File: src/rtl/seq_det_pkg.sv
// Shared definitions for the programmable serial pattern detector.
//   state_t      : RUN / PAUSED control states
//   DEF_*        : configuration restored by reset (legacy "1011", overlapping)
//   len_w()      : width needed to hold a length value 0..max_len
package seq_det_pkg;

  typedef enum logic {
    RUN    = 1'b0,
    PAUSED = 1'b1
  } state_t;

  localparam logic [7:0] DEF_PATTERN = 8'b0000_1011;
  localparam int         DEF_LEN     = 4;
  localparam bit         DEF_OVERLAP = 1'b1;

  function automatic int len_w(input int max_len);
    return $clog2(max_len + 1);
  endfunction

endpackage

File: src/rtl/seq_detector_prog_if.sv
// Signal bundle between the serial receiver / control logic (master) and
// the pattern detector (slave).
//   cfg_load/cfg_pattern/cfg_len/cfg_overlap : configuration strobe + fields
//   cfg_err                                  : rejected-load pulse
//   enable/in_valid/sequence_in              : serial input stream
//   cnt_clr                                  : synchronous counter clear
//   detector_out/match_count/paused          : registered status
//   dbg_state                                : current control state
// Strobe semantics: cfg_load and in_valid are single-cycle qualifiers sampled
// on the rising clock edge; there is no back-pressure, the detector always
// accepts what is qualified.
interface seq_detector_prog_if #(
  parameter int MAX_LEN = 8,
  parameter int LEN_W   = seq_det_pkg::len_w(MAX_LEN),
  parameter int CNT_W   = 16
);
  logic                 cfg_load;
  logic [MAX_LEN-1:0]   cfg_pattern;
  logic [LEN_W-1:0]     cfg_len;
  logic                 cfg_overlap;
  logic                 cfg_err;
  logic                 enable;
  logic                 in_valid;
  logic                 sequence_in;
  logic                 detector_out;
  logic [CNT_W-1:0]     match_count;
  logic                 cnt_clr;
  logic                 paused;
  seq_det_pkg::state_t  dbg_state;

  modport master (
    output cfg_load, cfg_pattern, cfg_len, cfg_overlap, enable, in_valid,
           sequence_in, cnt_clr,
    input  cfg_err, detector_out, match_count, paused, dbg_state
  );

  modport slave (
    input  cfg_load, cfg_pattern, cfg_len, cfg_overlap, enable, in_valid,
           sequence_in, cnt_clr,
    output cfg_err, detector_out, match_count, paused, dbg_state
  );
endinterface

File: src/rtl/seq_det_match_counter.sv
// Saturating event counter.
//   clock, reset : rising-edge clock, async active-high reset
//   i_inc        : count one event this cycle
//   i_clr        : synchronous clear; an event in the same cycle still counts,
//                  leaving the counter at 1
//   o_count      : current count, sticks at all-ones
module seq_det_match_counter #(
  parameter int CNT_W = 16
) (
  input  logic             clock,
  input  logic             reset,
  input  logic             i_inc,
  input  logic             i_clr,
  output logic [CNT_W-1:0] o_count
);

  logic [CNT_W-1:0] r_count;

  always_ff @(posedge clock or posedge reset) begin
    if (reset) begin
      r_count <= '0;
    end else if (i_clr) begin
      r_count <= i_inc ? CNT_W'(1) : '0;
    end else if (i_inc && (r_count != '1)) begin
      r_count <= r_count + CNT_W'(1);
    end
  end

  assign o_count = r_count;

endmodule

File: src/rtl/seq_detector_prog.sv
// Runtime-programmable serial bit-pattern detector, Moore-style output.
//   clock, reset : rising-edge clock, async active-high reset
//   bus          : slave side of seq_detector_prog_if (config, serial input,
//                  counter clear, registered status and debug state)
// A bit is shifted into the history when qualified and the detector is
// running; a match raises detector_out on the following cycle and bumps the
// saturating match counter.
module seq_detector_prog #(
  parameter int                 MAX_LEN     = 8,
  parameter int                 LEN_W       = seq_det_pkg::len_w(MAX_LEN),
  parameter int                 CNT_W       = 16,
  parameter logic [MAX_LEN-1:0] DEF_PATTERN = MAX_LEN'(seq_det_pkg::DEF_PATTERN),
  parameter logic [LEN_W-1:0]   DEF_LEN     = LEN_W'(seq_det_pkg::DEF_LEN),
  parameter logic               DEF_OVERLAP = seq_det_pkg::DEF_OVERLAP
) (
  input  logic                clock,
  input  logic                reset,
  seq_detector_prog_if.slave  bus
);
  import seq_det_pkg::*;

  state_t             r_state, w_state_next;
  logic [MAX_LEN-1:0] r_pattern, r_hist, w_hist_next, w_mask;
  logic [LEN_W-1:0]   r_len, r_fill, w_fill_next;
  logic               r_overlap, r_det, r_err, r_paused;
  logic               w_cfg_ok, w_accept, w_match;

  // Control FSM: state register
  always_ff @(posedge clock or posedge reset) begin
    if (reset) r_state <= RUN;
    else       r_state <= w_state_next;
  end

  // Control FSM: next state
  always_comb begin
    w_state_next = r_state;
    case (r_state)
      RUN:     if (!bus.enable) w_state_next = PAUSED;
      PAUSED:  if (bus.enable)  w_state_next = RUN;
      default: w_state_next = RUN;
    endcase
  end

  assign w_cfg_ok = (bus.cfg_len != '0) && (bus.cfg_len <= LEN_W'(MAX_LEN));
  // A load in the same cycle always wins over the data bit.
  assign w_accept = bus.in_valid && bus.enable && (r_state == RUN) && !bus.cfg_load;

  always_comb begin
    w_hist_next = {r_hist[MAX_LEN-2:0], bus.sequence_in};
    w_fill_next = (r_fill >= r_len) ? r_len : r_fill + LEN_W'(1);
    w_mask      = '0;
    for (int i = 0; i < MAX_LEN; i++) begin
      w_mask[i] = (i < int'(r_len));
    end
    // Only the low len bits take part; upper pattern bits are don't-care.
    w_match = w_accept && (w_fill_next >= r_len) &&
              (((w_hist_next ^ r_pattern) & w_mask) == '0);
  end

  always_ff @(posedge clock or posedge reset) begin
    if (reset) begin
      r_pattern <= DEF_PATTERN;
      r_len     <= DEF_LEN;
      r_overlap <= DEF_OVERLAP;
      r_hist    <= '0;
      r_fill    <= '0;
      r_det     <= 1'b0;
      r_err     <= 1'b0;
      r_paused  <= 1'b0;
    end else begin
      r_det    <= w_match;
      r_paused <= (w_state_next == PAUSED);
      r_err    <= bus.cfg_load && !w_cfg_ok;
      if (bus.cfg_load) begin
        if (w_cfg_ok) begin
          r_pattern <= bus.cfg_pattern;
          r_len     <= bus.cfg_len;
          r_overlap <= bus.cfg_overlap;
          r_hist    <= '0;
          r_fill    <= '0;
        end
      end else if (w_accept) begin
        r_hist <= w_hist_next;
        // Non-overlapping mode restarts the fill so a whole new pattern is needed.
        r_fill <= (w_match && !r_overlap) ? '0 : w_fill_next;
      end
    end
  end

  seq_det_match_counter #(.CNT_W(CNT_W)) u_cnt (
    .clock   (clock),
    .reset   (reset),
    .i_inc   (w_match),
    .i_clr   (bus.cnt_clr),
    .o_count (bus.match_count)
  );

  assign bus.detector_out = r_det;
  assign bus.cfg_err      = r_err;
  assign bus.paused       = r_paused;
  assign bus.dbg_state    = r_state;

endmodule

File: src/flat_wrapper.sv
// flat-port wrapper written by rule: the top's interface ports become plain ports
module seq_detector_prog_flat import seq_det_pkg::*;
#(
  parameter int                 MAX_LEN     = 8,
  parameter int                 LEN_W       = seq_det_pkg::len_w(MAX_LEN),
  parameter int                 CNT_W       = 16,
  parameter logic [MAX_LEN-1:0] DEF_PATTERN = MAX_LEN'(seq_det_pkg::DEF_PATTERN),
  parameter logic [LEN_W-1:0]   DEF_LEN     = LEN_W'(seq_det_pkg::DEF_LEN),
  parameter logic               DEF_OVERLAP = seq_det_pkg::DEF_OVERLAP
)
  (clock, reset, bus_cfg_load, bus_cfg_pattern, bus_cfg_len, bus_cfg_overlap, bus_enable, bus_in_valid, bus_sequence_in, bus_cnt_clr, bus_cfg_err, bus_detector_out, bus_match_count, bus_paused, bus_dbg_state);
  seq_detector_prog_if #(.MAX_LEN(MAX_LEN), .LEN_W(LEN_W), .CNT_W(CNT_W)) bus_i ();
  input  logic clock;
  input  logic reset;
  input wire logic [$bits(bus_i.cfg_load)-1:0] bus_cfg_load;
  input wire logic [$bits(bus_i.cfg_pattern)-1:0] bus_cfg_pattern;
  input wire logic [$bits(bus_i.cfg_len)-1:0] bus_cfg_len;
  input wire logic [$bits(bus_i.cfg_overlap)-1:0] bus_cfg_overlap;
  input wire logic [$bits(bus_i.enable)-1:0] bus_enable;
  input wire logic [$bits(bus_i.in_valid)-1:0] bus_in_valid;
  input wire logic [$bits(bus_i.sequence_in)-1:0] bus_sequence_in;
  input wire logic [$bits(bus_i.cnt_clr)-1:0] bus_cnt_clr;
  output wire logic [$bits(bus_i.cfg_err)-1:0] bus_cfg_err;
  output wire logic [$bits(bus_i.detector_out)-1:0] bus_detector_out;
  output wire logic [$bits(bus_i.match_count)-1:0] bus_match_count;
  output wire logic [$bits(bus_i.paused)-1:0] bus_paused;
  output wire logic [$bits(bus_i.dbg_state)-1:0] bus_dbg_state;
  assign bus_i.cfg_load = bus_cfg_load;
  assign bus_i.cfg_pattern = bus_cfg_pattern;
  assign bus_i.cfg_len = bus_cfg_len;
  assign bus_i.cfg_overlap = bus_cfg_overlap;
  assign bus_i.enable = bus_enable;
  assign bus_i.in_valid = bus_in_valid;
  assign bus_i.sequence_in = bus_sequence_in;
  assign bus_i.cnt_clr = bus_cnt_clr;
  assign bus_cfg_err = bus_i.cfg_err;
  assign bus_detector_out = bus_i.detector_out;
  assign bus_match_count = bus_i.match_count;
  assign bus_paused = bus_i.paused;
  assign bus_dbg_state = bus_i.dbg_state;
  seq_detector_prog #(.MAX_LEN(MAX_LEN), .LEN_W(LEN_W), .CNT_W(CNT_W), .DEF_PATTERN(DEF_PATTERN), .DEF_LEN(DEF_LEN), .DEF_OVERLAP(DEF_OVERLAP)) u_core (.clock(clock), .reset(reset), .bus(bus_i));
endmodule
File: config.mk
export PLATFORM = sky130hd
export DESIGN_NAME = seq_detector_prog_flat
export DESIGN_NICKNAME = d
export VERILOG_FILES = /design/src/rtl/seq_det_pkg.sv /design/src/rtl/seq_detector_prog_if.sv /design/src/rtl/seq_det_match_counter.sv /design/src/rtl/seq_detector_prog.sv /design/src/flat_wrapper.sv
export SDC_FILE = /design/constraint.sdc
export NUM_CORES = 1
export LEC_CHECK = 0
export BUFFER_PORTS_ARGS = -buffer_cell sky130_fd_sc_hd__buf_2
export CAP_MARGIN = 25
export CORE_UTILIZATION = 50
export DETAILED_ROUTE_END_ITERATION = 6
export PLACE_DENSITY_LB_ADDON = 0.08
export SYNTH_ARGS = -nofsm -noshare
export SYNTH_HDL_FRONTEND = slang
export SYNTH_SLANG_ARGS = --single-unit
File: constraint.sdc
create_clock -name clock -period 3.2 [get_ports clock]
set_input_delay 0.16 -clock clock [delete_from_list [all_inputs] [get_ports clock]]
set_output_delay 0.16 -clock clock [all_outputs]
set_load 0.01 [all_outputs]
* Word level (Yosys, flattened, before mapping) *
Cells that the tools add are included.

word-level totals
  bits in registers = 43
  word-level logic and storage cells = 57
  bits of input ports = 20

cells by class
  $lt $le $gt $ge = 11
  equality and inequality tests = 2
  bitwise operators = 3
  reduce and logical (&&, ||, !) cells = 18
  add/subtract/negate cells = 2
  muxes and demuxes = 12

operators by type and width
  kind                     count
  $mux W16                 2
  $mux W7                  3
  $mux W4                  5
  $add A16 B1 Y16 const B  1
  $lt A3 B4 Y1 const A     4
  $ne A16 B16 Y1 const B   1
  $logic_and A1 B1 Y1      9
  $and A8 B8 Y8            1
  $ge A4 B4 Y1             2
  $logic_not A8 Y1         1
  $lt A1 B4 Y1 const A     2
  $lt A2 B4 Y1 const A     2
  $xor A8 B8 Y8            1
  $add A4 B1 Y4 const B    1
  $le A4 B4 Y1 const B     1
  $reduce_and A2 Y1        2
  $reduce_bool A2 Y1       2
  $reduce_bool A4 Y1       1
  $logic_not A1 Y1         3
  $mux W1                  2
  $ne A2 B1 Y1 const B     1
  $not A1 Y1               1

* Logic depth before layout (Yosys ltp) *
  depth after elaboration = 9
  depth in mapped cells = 17
  depth with buffers taken out = 15

* Cells and area by module *
From an unflattened synthesis, not the netlist that was laid out.

unflattened totals
  cells, all modules = 232
  area total of the unflattened synthesis = 2436.1 um^2

modules (own cells, without submodules)
  module                 cells an instance  instances  area an instance (um^2)
  seq_detector_prog      136                1          1511.4
  seq_det_match_counter  96                 1          924.6

* Worst setup path before layout *
OpenSTA, ideal clock, no wires.

  path kind = reg-to-reg
  start point = register u_core.r_len[2]
  end point = register u_core.u_cnt.r_count[15], in the netlist u_core.u_cnt.o_count[15]
  arrival time = 3.355 ns
  path slack = -0.233 ns
  data required time = 3.122 ns
  cell stages (with the launch flop) = 13
  setup time = 0.078 ns
  path buffers = 1
  cell sequence = dfstp_2 inv_1 ha_1 nand2_1 o21ai_1 mux2_2 ha_1 a2111oi_0 nand4b_1 or4_4 buf_6 or4_1 a21oi_1

on the way
  longest elaborated chain between the ends = 7

ends and longest elaborated chain
  element                                  RTL line                     text
  start: declaration                       seq_detector_prog.sv:24      logic [LEN_W-1:0] r_len, r_fill, w_fill_next;
  start signal: assignment                 seq_detector_prog.sv:77      r_len <= bus.cfg_len;
  $ge A4 B4 Y1                             seq_detector_prog.sv:50      w_fill_next = (r_fill >= r_len) ? r_len : r_fill + LEN_W'(1);
  $mux W4                                  seq_detector_prog.sv:50
  $ge A4 B4 Y1                             seq_detector_prog.sv:56      w_match = w_accept && (w_fill_next >= r_len) &&
  $logic_and A1 B1 Y1                      seq_detector_prog.sv:56
  $logic_and A1 B1 Y1 (*)                  seq_detector_prog.sv:56
  $logic_and A1 B1 Y1 (*)                  seq_det_match_counter.sv:24  end else if (i_inc && (r_count != '1)) begin
  $reduce_bool A2 Y1 (no source line) (*)  -
  end signal: assignment                   seq_det_match_counter.sv:23  r_count <= i_inc ? CNT_W'(1) : '0;
  end signal: assignment                   seq_det_match_counter.sv:25  r_count <= r_count + CNT_W'(1);
  end: declaration                         seq_det_match_counter.sv:17  logic [CNT_W-1:0] r_count;

Every way passes the cells marked *; elsewhere a longest branch is shown, timed or not.
A chain may end at the register's enable or synchronous reset.

* Worst setup path after layout *
  start point = register u_core.r_len[2]
  end point = register u_core.u_cnt.r_count[12], in the netlist u_core.u_cnt.o_count[12]

Same word-level chain as after synthesis.

==> summary.md <==
| Metric | Value |
|---|---|
| Buffers added on ports | 39 |
| HP Class | primary input to flip-flop |
| Die width | 69.8 um |
| Synth area leaders | dfrtp_1 41%, mux2_2 6.4%, dfstp_2 5.7% |
| Multi-input gate area | 1230 sq um |
| Clk sinks | 43 |
| Mapped Area | 2300 sq um |
| Placement Setup Slack | -0.115 ns |
| WL per Instance | 15.4 um |
| Drt first pass iters | 5 |
| Layout area overhead | 26.4% |
| Vias post-DR | 1975 |
| Busiest grt layer | met2 |
| Finished Core Util | 0.663 |
| Dpl hpwl | 3640 um |
| Worst skew pair latency | 0.29 ns |
| Drt total wl | 5340 um |
| Diodes inserted | 0 |
| Crit start category | flip-flop |
| Worst Clk Skew | 0.00524 ns |
| Synth Area in Adders | 0.0544 |
| Vias in the first global route | 1921 |
| Layout cells sized above 1 | 0.361 |
| Synth Area in Simple Gates | 0.177 |
| Compound-Gate Fraction of Synth Area | 0.146 |
| Pwr Total | 1430 uW |
| Mapped Nets | 265 |
| Largest net degree at the start of global routing | 28 |
| Slew @ Worst Pin | 0.718 ns |
| Failing checks | setup timing |
| FP Rows | 24 |
| XOR/XNOR Fraction of Synth Area | 0.0419 |
| Filler cells | 353 |
| Fmax | 0.299 GHz |
| GRT Util Overall | 0.226 |
| Netlist cell types | 41 |
| Die Y | 69.8 um |
| Period utilisation layout | 1.05 |
| Final GP Congestion | 0.823 |
| Worst vdd ir | 0.319 mV |
| M2 GR Usage | 0.360 |
| Register bit count reported by yosys | 43 |
| Worst EP required | 3.42 ns |
| Remaining Overflow, GRT | 0 |
| H-tree depth | 2 |
| Synth area leader | dfrtp_1 |
| Lkg Pwr | 0.00140 uW |
| Max Slew Vio Count | 0 |
| IO Pins | 40 |
| Sequential area share after synthesis | 0.471 |
| Post-synthesis mux area share | 0.0680 |
| Ys flop type | dfrtp_1 |
| TritonCTS clock tree | done |
| Starting Density | 0.525 |
| Endpoints failing hold | 0 |
| Crit end category | flip-flop |
| Final setup TNS | -1.55 ns |
| Post-route ant nets | 0 |
| Clock buffer depth | 2 |
| EDFF count, synth | 0 |
| Post-route minimum period | 3.35 ns |
| Drt drc | 0 |
| Main combinational cell family by area after synthesis | simple AND/OR/NAND/NOR gates |
| Sequential cell area | 1080 sq um |
| Synth warn | 0 |
| Met1 usage | 0.315 |
| Clk root buf | clkbuf_8 |
| Initial antenna violation count | 0 |
| Die ar. | 4870 sq um |
| Via density | 5.71 |
| Crit Path Max Fanout | 7 |
| Setup slack after layout | -0.149 ns |
| Setup violation total in the final timing report | 16 |
| Starting DRC count in detailed routing | 118 |
| Pwr Density | 491 nW/um^2 |
| Post-Syn Area per Cell | 9.79 sq um |
| Worst slew margin | 0.521 |
| Crit Path Category | flip-flop to flip-flop |
| Worst endpoint data arrival time | 3.57 ns |
| First-pass GRT wire length | 8850 um |
| Top-area cell type share of the netlist area | 0.413 |
| Max-Cap Viols | 0 |
| RSZ-0062 raised after global routing | true |
| CTS buffer count | 5 |
| Nets | 323 |
| Async SR Flop Fraction | 1.00 |
| Clock transition at path regs | 0.08 ns |
| Met3 Use GR | 0.0363 |
| Status | complete, but fails checks |
| Core area | 4380 sq um |
| Syn Inst Count | 235 |
per-layer routing:
layer | share of wire | vias to the layer above
met2 | 0.49 | 56
met5 | 0 | -
met1 | 0.46 | 946
li1 | - | 965
met3 | 0.043 | 8
met4 | 0.0094 | 0
sequential cells by signal, summed over array words and instances (netlist names), 4 cells and up:
signal                cells
u_core.r_len              4
u_core.r_pattern          8
u_core.r_hist             7
u_core.u_cnt.o_count     16
u_core.r_fill             4
final cells by class:
class | instances | share of cell area
inverters | 14 | 0.0181
clock inverters | 1 | 0.00258
flip-flops and latches | 43 | 0.372
well taps | 52 | 0.0224
multi-input cells | 171 | 0.424
clock buffers | 7 | 0.0331
repair buffers | 58 | 0.127
final timing paths:
path | startpoint | endpoint | slack [ns] | cells past startpoint
min in group asynchronous | reset | u_core.r_fill[0] | 0.50 | 3
max | u_core.r_len[2] | u_core.u_cnt.o_count[12] | -0.15 | 15
max in group asynchronous | reset | u_core.r_overlap | 1.87 | 4
min reg2reg | u_core.r_hist[6] | u_core.r_hist[6] | 0.49 | 2
min | bus_enable | u_core.bus.dbg_state | 0.07 | 2
max reg2reg | u_core.r_len[2] | u_core.u_cnt.o_count[12] | -0.15 | 15
worst max-delay path, cell delays in order, from the launching register on:
cell	delay [ns]
dfstp_2	0.54
inv_2	0.05
ha_4	0.27
nand2_4	0.05
o21ai_4	0.27
nand2_2	0.10
o21ai_2	0.07
inv_1	0.06
ha_1	0.27
o21ai_1	0.05
a22oi_1	0.19
nand4b_1	0.16
buf_4	0.17
or4_4	0.46
or4_1	0.42
a21oi_1	0.13
cells in the mapped netlist (all sizes together) (6+ instances only):
| master | count |
|---|---|
| inv | 14 |
| a21oi | 21 |
| nand3 | 9 |
| nand2 | 26 |
| ha | 10 |
| o21ai | 23 |
| or3 | 12 |
| nor2 | 6 |
| mux2 | 13 |
| xor2 | 9 |
| dfrtp | 38 |
| nand4 | 6 |
layout by cell type, fill, tap and decap left out, types with 2 or more instances in the layout:
cell type and count:
buf_2 39, dfrtp_1 38, nand2_1 23, buf_4 16, a21oi_1 15, inv_1 13
mux2_2 12, o21ai_0 11, or3_1 10, xor2_1 9, o21ai_1 9, nand3_1 9
ha_1 9, clkbuf_8 7, a21oi_2 6, nor2_1 6, nand4_1 6, dfstp_2 5
and3_1 4, o31ai_1 4, or4_4 3, or4_1 3, nor3_1 2, xnor2_1 2
a22oi_1 2, nand2_2 2, o21ai_2 2, or3_4 2
kinds of logic after synthesis:
group	count (synthesis)
AND/OR/NAND/NOR	77
AO/OA/AOI/OAI	58
flip-flops	43
buffers and inverters	22
multiplexers	14
XOR/XNOR	11
adder cells (fa/ha/maj)	10
report_power, final:
group	leakage, uW	switching (uW)	total, uW	internal [uW]
registers	0.000563	28.8	620	592
logic	0.000784	215	428	213
clock network	0.0000505	184	380	196
total	0.00140	428	1430	1000
what timing repair did:
action / 4_1_cts / 5_1_grt
pin swaps: 2 / 3
setup endpoints to repair: 15 / 19
gates cloned: 0 / 2
resized for setup: 6 / 20
hold buffers: 1 / 0
buffers inserted: 1 / 3
endpoints found under the hold margin: 12 / 0
metrics by stage:
stage / std cells / hold slack, ns / instance area (sq um)
2_1_floorplan: 235 / 0.231 / 2320
3_3_place_gp: 331 / 0.266 / 2660
3_5_place_dp: 331 / 0.272 / 2660
4_1_cts: 341 / 0.0513 / 2810
5_1_grt: 346 / 0.0645 / 2910
6_report: 346 / 0.0706 / 2910
(Power assumes the default switching activity.)
